[src/rtl/hex_scan_if.sv]
// hex_scan_if -- bundle between a display client and hex_scan_driver.
//   value      client -> driver  DIGITS hex nibbles, digit 0 = least significant
//   load       client -> driver  capture value into the driver's shadow register
//   blank_lz   client -> driver  enable leading-zero blanking
//   blink_en   client -> driver  enable whole-display blink
//   seg_out    driver -> pins    {g,f,e,d,c,b,a}, active-low
//   digit_sel  driver -> pins    digit enables, active-low one-hot
//   frame_tick driver -> client  one-cycle pulse at each scan wrap to digit 0
interface hex_scan_if #(
    parameter int DIGITS = 4
);
    logic [4*DIGITS-1:0] value;
    logic                load;
    logic                blank_lz;
    logic                blink_en;
    logic [6:0]          seg_out;
    logic [DIGITS-1:0]   digit_sel;
    logic                frame_tick;

    modport master (
        output value, load, blank_lz, blink_en,
        input  seg_out, digit_sel, frame_tick
    );

    modport slave (
        input  value, load, blank_lz, blink_en,
        output seg_out, digit_sel, frame_tick
    );
endinterface

[src/rtl/hex_scan_driver.sv]
// hex_scan_driver -- time-multiplexed driver for DIGITS common-anode 7-segment
// hex digits sharing one active-low segment bus.
//   clk  system clock, all state changes on the rising edge
//   rst  synchronous active-high reset, overrides load and all counting
//   bus  hex_scan_if slave: value/load/blank_lz/blink_en in,
//        seg_out/digit_sel/frame_tick out (all outputs registered)
// Each digit stays selected for REFRESH_DIV clocks; the display blinks with a
// half-period of BLINK_FRAMES complete scan frames when blink_en is set.
module hex_scan_driver #(
    parameter int DIGITS       = 4,
    parameter int REFRESH_DIV  = 50000,
    parameter int BLINK_FRAMES = 64
) (
    input  logic       clk,
    input  logic       rst,
    hex_scan_if.slave  bus
);
    localparam int IDX_W = (DIGITS > 1) ? $clog2(DIGITS) : 1;
    localparam int PRE_W = $clog2(REFRESH_DIV);
    localparam int BLK_W = (BLINK_FRAMES > 1) ? $clog2(BLINK_FRAMES) : 1;

    typedef enum logic {
        PHASE_ON  = 1'b0,
        PHASE_OFF = 1'b1
    } phase_t;

    // Active-low glyphs, bit order {g,f,e,d,c,b,a}.
    function automatic logic [6:0] encode(input logic [3:0] nib);
        case (nib)
            4'h0:    encode = 7'b1000000;
            4'h1:    encode = 7'b1111001;
            4'h2:    encode = 7'b0100100;
            4'h3:    encode = 7'b0110000;
            4'h4:    encode = 7'b0011001;
            4'h5:    encode = 7'b0010010;
            4'h6:    encode = 7'b0000010;
            4'h7:    encode = 7'b1111000;
            4'h8:    encode = 7'b0000000;
            4'h9:    encode = 7'b0010000;
            4'hA:    encode = 7'b0001000;
            4'hB:    encode = 7'b0000011;
            4'hC:    encode = 7'b0100111;
            4'hD:    encode = 7'b0100001;
            4'hE:    encode = 7'b0000110;
            default: encode = 7'b0001110;
        endcase
    endfunction

    logic [4*DIGITS-1:0] shadow;
    logic [PRE_W-1:0]    presc;
    logic [IDX_W-1:0]    idx;
    logic [BLK_W-1:0]    blink_cnt;
    phase_t              phase;

    logic [6:0]          seg_q;
    logic [DIGITS-1:0]   sel_q;
    logic                tick_q;

    logic                presc_tc;
    logic                last_digit;
    logic                wrap;
    logic [3:0]          nib;
    logic [DIGITS-1:0]   sel_cur;
    logic [DIGITS-1:0]   lz_mask;
    logic                zero_run;
    logic                lz_hit;
    logic                blink_off;
    logic [6:0]          seg_next;
    logic [DIGITS-1:0]   sel_next;

    assign presc_tc   = (presc == PRE_W'(REFRESH_DIV - 1));
    assign last_digit = (idx == IDX_W'(DIGITS - 1));
    assign wrap       = presc_tc && last_digit;

    // Decode the scan index into a nibble and an active-low select.
    always_comb begin
        // NOTE: every variable gets a default before the loop so no path
        // leaves it unassigned, which would otherwise infer a latch.
        nib     = 4'h0;
        sel_cur = '1;
        for (int i = 0; i < DIGITS; i++) begin
            if (idx == IDX_W'(i)) begin
                nib        = shadow[4*i +: 4];
                sel_cur[i] = 1'b0;
            end
        end
    end

    // lz_mask[i] is set when nibbles DIGITS-1 down to i are all zero.
    // Digit 0 is never part of the mask so a zero value still shows "0".
    always_comb begin
        zero_run = 1'b1;
        lz_mask  = '0;
        for (int i = DIGITS - 1; i >= 1; i--) begin
            zero_run   = zero_run && (shadow[4*i +: 4] == 4'h0);
            lz_mask[i] = zero_run;
        end
    end

    assign lz_hit    = |(lz_mask & ~sel_cur);
    assign blink_off = bus.blink_en && (phase == PHASE_OFF);

    always_comb begin
        if (blink_off) begin
            seg_next = 7'b1111111;
            sel_next = '1;
        end else begin
            seg_next = (bus.blank_lz && lz_hit) ? 7'b1111111 : encode(nib);
            sel_next = sel_cur;
        end
    end

    // NOTE: all state below uses non-blocking assignments so every register
    // samples pre-edge values, independent of statement order.
    always_ff @(posedge clk) begin
        if (rst) begin
            shadow    <= '0;
            presc     <= '0;
            idx       <= '0;
            blink_cnt <= '0;
            phase     <= PHASE_ON;
            seg_q     <= 7'b1111111;
            sel_q     <= '1;
            tick_q    <= 1'b0;
        end else begin
            if (bus.load) begin
                shadow <= bus.value;
            end

            if (presc_tc) begin
                presc <= '0;
                idx   <= last_digit ? '0 : idx + 1'b1;
            end else begin
                presc <= presc + 1'b1;
            end

            // Blink timing advances on the same edge that raises frame_tick,
            // so each phase lasts exactly BLINK_FRAMES frames; it keeps
            // running while blink_en is low.
            if (wrap) begin
                if (blink_cnt == BLK_W'(BLINK_FRAMES - 1)) begin
                    blink_cnt <= '0;
                    phase     <= (phase == PHASE_ON) ? PHASE_OFF : PHASE_ON;
                end else begin
                    blink_cnt <= blink_cnt + 1'b1;
                end
            end

            seg_q  <= seg_next;
            sel_q  <= sel_next;
            tick_q <= wrap;
        end
    end

    assign bus.seg_out    = seg_q;
    assign bus.digit_sel  = sel_q;
    assign bus.frame_tick = tick_q;
endmodule

[src/flat_wrapper.sv]
// flat-port wrapper written by rule: the top's interface ports become plain ports
module hex_scan_driver_flat 
#(
    parameter int DIGITS       = 4,
    parameter int REFRESH_DIV  = 50000,
    parameter int BLINK_FRAMES = 64
)
  (clk, rst, bus_value, bus_load, bus_blank_lz, bus_blink_en, bus_seg_out, bus_digit_sel, bus_frame_tick);
  hex_scan_if #(.DIGITS(DIGITS)) bus_i ();
  input  logic clk;
  input  logic rst;
  input wire logic [$bits(bus_i.value)-1:0] bus_value;
  input wire logic [$bits(bus_i.load)-1:0] bus_load;
  input wire logic [$bits(bus_i.blank_lz)-1:0] bus_blank_lz;
  input wire logic [$bits(bus_i.blink_en)-1:0] bus_blink_en;
  output wire logic [$bits(bus_i.seg_out)-1:0] bus_seg_out;
  output wire logic [$bits(bus_i.digit_sel)-1:0] bus_digit_sel;
  output wire logic [$bits(bus_i.frame_tick)-1:0] bus_frame_tick;
  assign bus_i.value = bus_value;
  assign bus_i.load = bus_load;
  assign bus_i.blank_lz = bus_blank_lz;
  assign bus_i.blink_en = bus_blink_en;
  assign bus_seg_out = bus_i.seg_out;
  assign bus_digit_sel = bus_i.digit_sel;
  assign bus_frame_tick = bus_i.frame_tick;
  hex_scan_driver #(.DIGITS(DIGITS), .REFRESH_DIV(REFRESH_DIV), .BLINK_FRAMES(BLINK_FRAMES)) u_core (.clk(clk), .rst(rst), .bus(bus_i));
endmodule
[config.mk]
export PLATFORM = sky130hd
export DESIGN_NAME = hex_scan_driver_flat
export DESIGN_NICKNAME = d
export VERILOG_FILES = /design/src/rtl/hex_scan_if.sv /design/src/rtl/hex_scan_driver.sv /design/src/flat_wrapper.sv
export SDC_FILE = /design/constraint.sdc
export NUM_CORES = 1
export LEC_CHECK = 0
export CAP_MARGIN = 30
export CORE_UTILIZATION = 54
export CTS_CLUSTER_DIAMETER = 150
export DETAILED_ROUTE_END_ITERATION = 6
export PLACE_DENSITY = 0.84
export REMOVE_ABC_BUFFERS = 1
export SLEW_MARGIN = 20
export SYNTH_ARGS = -nofsm -noshare
export SYNTH_HDL_FRONTEND = slang
export SYNTH_SLANG_ARGS = --single-unit
[constraint.sdc]
create_clock -name clk -period 2.35 [get_ports clk]
set_input_delay 0.47 -clock clk [delete_from_list [all_inputs] [get_ports clk]]
set_output_delay 0.47 -clock clk [all_outputs]
set_load 0.03 [all_outputs]
==> impl.org <==
** Logic synthesis
- Netlist cell types :: 40
- The biggest area contributor in the post-synthesis netlist is sky130_fd_sc_hd__dfxtp_1.
- Post-synthesis sequential area ratio :: 42.3%
- Number of register bits inferred by synthesis :: 53
- Synth top cells by count :: sky130_fd_sc_hd__dfxtp_1, sky130_fd_sc_hd__nor2_1, sky130_fd_sc_hd__mux2i_1
- Number of cells produced by synthesis :: 273
- Averaged over all synthesized cells, the footprint is 9.18 sq um.
- Cell with the most instances after synthesis :: sky130_fd_sc_hd__dfxtp_1
- In the synthesized netlist the dominant register cell turns out to be sky130_fd_sc_hd__dfxtp_1.
- Post-synth ARST share :: 0%
- After synthesis, the largest area contributor takes up 42.3% of total cell area.
- EDFF count, synth :: 0
- Cell area after synthesis :: 2510 sq um
- The Yosys step of the flow raised 0 warnings.
- By area the synthesized netlist is led by sky130_fd_sc_hd__dfxtp_1, sky130_fd_sc_hd__mux2i_1, sky130_fd_sc_hd__ha_1, sky130_fd_sc_hd__nor2_1, sky130_fd_sc_hd__xnor2_1.

** Clock network
- Sinks on the clock net :: 53
- The number of hold buffers added after CTS was 0.
- CTS tree :: yes
- Cells resized by post-CTS repair :: 0
- Buffers inserted during clock tree synthesis total 5.
- Counting along the longest clock path gives a buffer depth of 2.
- For the worst-skew pair, the clock arrives at the later sink with an insertion delay of 0.31 ns.
- The H-tree generated during clock tree synthesis spans 2 levels.
- Clock-pin slew was measured on the worst setup and hold paths at 0.09 ns.
- CTS Root Buffer Type :: sky130_fd_sc_hd__clkbuf_8
- Post-CTS timing repair inserted 0 buffers for setup.

** Global routing
- Aggregate global routing overflow :: 0
- Total global routing track utilization :: 21.7%
- Vias in the first global route :: 1863
- The number of antenna violations at the first check in global routing was 0.
- Pin count of the biggest net entering global routing :: 17
- The first global-routing pass estimated 8.63 mm of wire.

** Cells and area
- Final antenna diode count :: 0
- Final design utilization :: 68.1%
- In the final layout, the multi-input gates occupy 1360 sq um.
- Summing all flip-flop and latch instances after layout gives 1060 sq um.
- Share of post-route cells with drive strength above 1 :: 8.36%
- Relative to the synthesized area, the layout overhead comes to 20.0%.
- After filler insertion, the fill cell instance count of the layout stands at 341.
- Total Nets Final :: 344
- Final cell count without fillers :: 363

** Die
- Starting density of the core :: 56.8%
- Die area :: 4920 sq um
- 33 I/O pins were placed.
- Horiz. Die Dim :: 70.1 um
- The core region is 4410 sq um.
- Row generation in the floorplan step produced 24 rows.
- Die boundary height :: 70.1 um

** Drt
- Total detailed-routing wirelength :: 5.07 mm
- Violation count after the first detailed-routing iteration :: 136
- Number of DRC violations after detailed routing :: 0
- Number of optimization iterations in the first detailed-route pass :: 4
- The final route contains 2091 vias.
- Routed WL per cell :: 14.0 um
- In this run the remaining antenna-violating nets after routing total 0.
- Average via count per standard cell :: 5.76

** Placed design
- Including well taps, the total number of placed cells is 355.
- Prior to clock tree synthesis, the placed netlist has a worst setup slack of 0.0741 ns.
- Weighted congestion reported at the end of routability-driven placement :: 0.905
- Count of input and output buffers :: 32
- Summed over all nets, the half-perimeter wirelength after detailed placement is 3.73 mm.

** Critical path
- STA puts the critical path data arrival time at 2.34 ns.
- Required time reported for the critical path endpoint :: 2.58 ns
- Endpoint class of the critical path :: register
- The worst setup path is launched from a register.
- CP Max Fanout :: 10
- The worst setup path is of the register to register kind.

** Timing
- Headroom to the max-slew limit came out at 63.1%.
- In the finished design, the share of the clock period the worst path needs comes to 90.1%.
- Setup repair after global routing left no endpoint under its margin.
- Final Hold Vio Count :: 0
- Smallest setup slack after layout :: 0.233 ns
- At the pin with the least slew margin, the transition time is 0.549 ns.
- Final count of pins violating max slew :: 0
- Setup Viol. Count Final :: 0
- After layout, the minimum clock period comes to 2.12 ns.
- In the final timing run, aggregate negative setup slack is 0 ns.
- Fmax :: 0.472 GHz
- Clock skew :: 0.00919 ns

** Power and ir drop
- The design draws 1.66 mW.
- Dividing total power by cell area gives a power density of 552 nW/um^2.
- Cell leakage power :: 1.16 nW
- Maximum VDD drop :: 0.280 mV

** Run status
- Run status :: complete, no violations

** Hold path
- Type of the worst min-delay path :: register to register

** Job
- Max-cap violations :: 0
## state kept, by name, indices dropped and copies added, names as in the netlist
register / cells
u_core.phase: 1
u_core.bus.seg_out: 7
u_core.blink_cnt: 6
u_core.bus.digit_sel: 4
u_core.idx: 2
u_core.bus.frame_tick: 1
u_core.presc: 16
u_core.shadow: 16
## worst paths after layout
path / depth (start not counted) / startpoint / to / slack (ns)
worst min-delay path: 2 / u_core.phase / u_core.phase / 0.49
worst max register to register: 10 / u_core.idx[1] / u_core.bus.seg_out[3] / 0.23
worst max-delay path: 10 / u_core.idx[1] / u_core.bus.seg_out[3] / 0.23
worst min register to register: 2 / u_core.phase / u_core.phase / 0.49
## power breakdown
group / internal, mW / switching, mW / total, mW
sequential: 0.931 / 0.0206 / 0.951
combinational: 0.104 / 0.102 / 0.206
clock: 0.212 / 0.291 / 0.503
## layer usage
| metal | vias up | GRT usage [%] | wire length, um |
|---|---|---|---|
| met5 | - | 0 | 0 |
| met4 | 0 | 6.67 | 59 |
| met3 | 4 | 4.18 | 160 |
| met2 | 44 | 35.0 | 2420 |
| met1 | 1001 | 29.5 | 2430 |
| li1 | 1042 | - | - |
## worst max-delay path, cell delays in order (launching register included)
cell and delay [ns]:
sky130_fd_sc_hd__dfxtp_1 0.40, sky130_fd_sc_hd__inv_1 0.08, sky130_fd_sc_hd__ha_2 0.24, sky130_fd_sc_hd__nand3b_1 0.19, sky130_fd_sc_hd__a211o_2 0.38, sky130_fd_sc_hd__inv_1 0.17, sky130_fd_sc_hd__ha_1 0.18, sky130_fd_sc_hd__inv_1 0.06
sky130_fd_sc_hd__o2111ai_1 0.10, sky130_fd_sc_hd__o211ai_1 0.11, sky130_fd_sc_hd__o211ai_1 0.12
## placed cells by master, fill, tap and decap left out, types with 2 or more instances in the layout
cell type,count
sky130_fd_sc_hd__dfxtp_1,53
sky130_fd_sc_hd__nor2_1,37
sky130_fd_sc_hd__clkdlybuf4s50_1,32
sky130_fd_sc_hd__mux2i_1,22
sky130_fd_sc_hd__nand2_1,17
sky130_fd_sc_hd__inv_1,14
sky130_fd_sc_hd__xnor2_1,13
sky130_fd_sc_hd__nand3_1,11
sky130_fd_sc_hd__nor4_1,10
sky130_fd_sc_hd__ha_1,10
sky130_fd_sc_hd__buf_4,9
sky130_fd_sc_hd__o211ai_1,8
sky130_fd_sc_hd__a21oi_1,8
sky130_fd_sc_hd__nand4_1,5
sky130_fd_sc_hd__o21ai_0,5
sky130_fd_sc_hd__clkbuf_8,5
sky130_fd_sc_hd__nor3_1,4
sky130_fd_sc_hd__a211o_1,3
sky130_fd_sc_hd__or3_1,3
sky130_fd_sc_hd__o221ai_1,3
sky130_fd_sc_hd__o2111ai_1,3
sky130_fd_sc_hd__ha_2,3
sky130_fd_sc_hd__nand3b_1,2
sky130_fd_sc_hd__a211oi_1,2
sky130_fd_sc_hd__nor2b_1,2
sky130_fd_sc_hd__nor3b_1,2
sky130_fd_sc_hd__or4_4,2
sky130_fd_sc_hd__and3b_1,2
sky130_fd_sc_hd__nand2b_1,2
sky130_fd_sc_hd__or3b_2,2
sky130_fd_sc_hd__o211a_1,2
sky130_fd_sc_hd__a32o_1,2
sky130_fd_sc_hd__clkbuf_1,2
## area by class of cell
class                   count  share of cell area (%)
flip-flops and latches     53                    35.3
well taps                  52                    2.16
clock inverters             1                   0.250
clock buffers               7                    2.54
multi-input cells         195                    45.1
repair buffers             41                    12.9
inverters                  14                    1.75
## logic make-up (layout without fill, tap and decap cells)
logic type | count (synthesis) | after routing | share of synthesized area (%)
mux | 22 | 22 | 8.79
fa+ha+maj | 13 | 13 | 6.49
xor+xnor | 14 | 14 | 4.89
compound gates | 41 | 41 | 12.0
simple gates | 105 | 105 | 21.4
buf+inv | 25 | 63 | 4.09
flops | 53 | 53 | 42.3
## per-stage QoR
step / instance area (sq um) / hold slack, ns
2_1_floorplan: 2460 / 0.430
3_3_place_gp: 2910 / 0.446
3_5_place_dp: 2910 / 0.479
4_1_cts: 2990 / 0.495
5_1_grt: 3010 / 0.526
6_report: 3010 / 0.494
No activity file was read; power rests on OpenSTA's default activity.
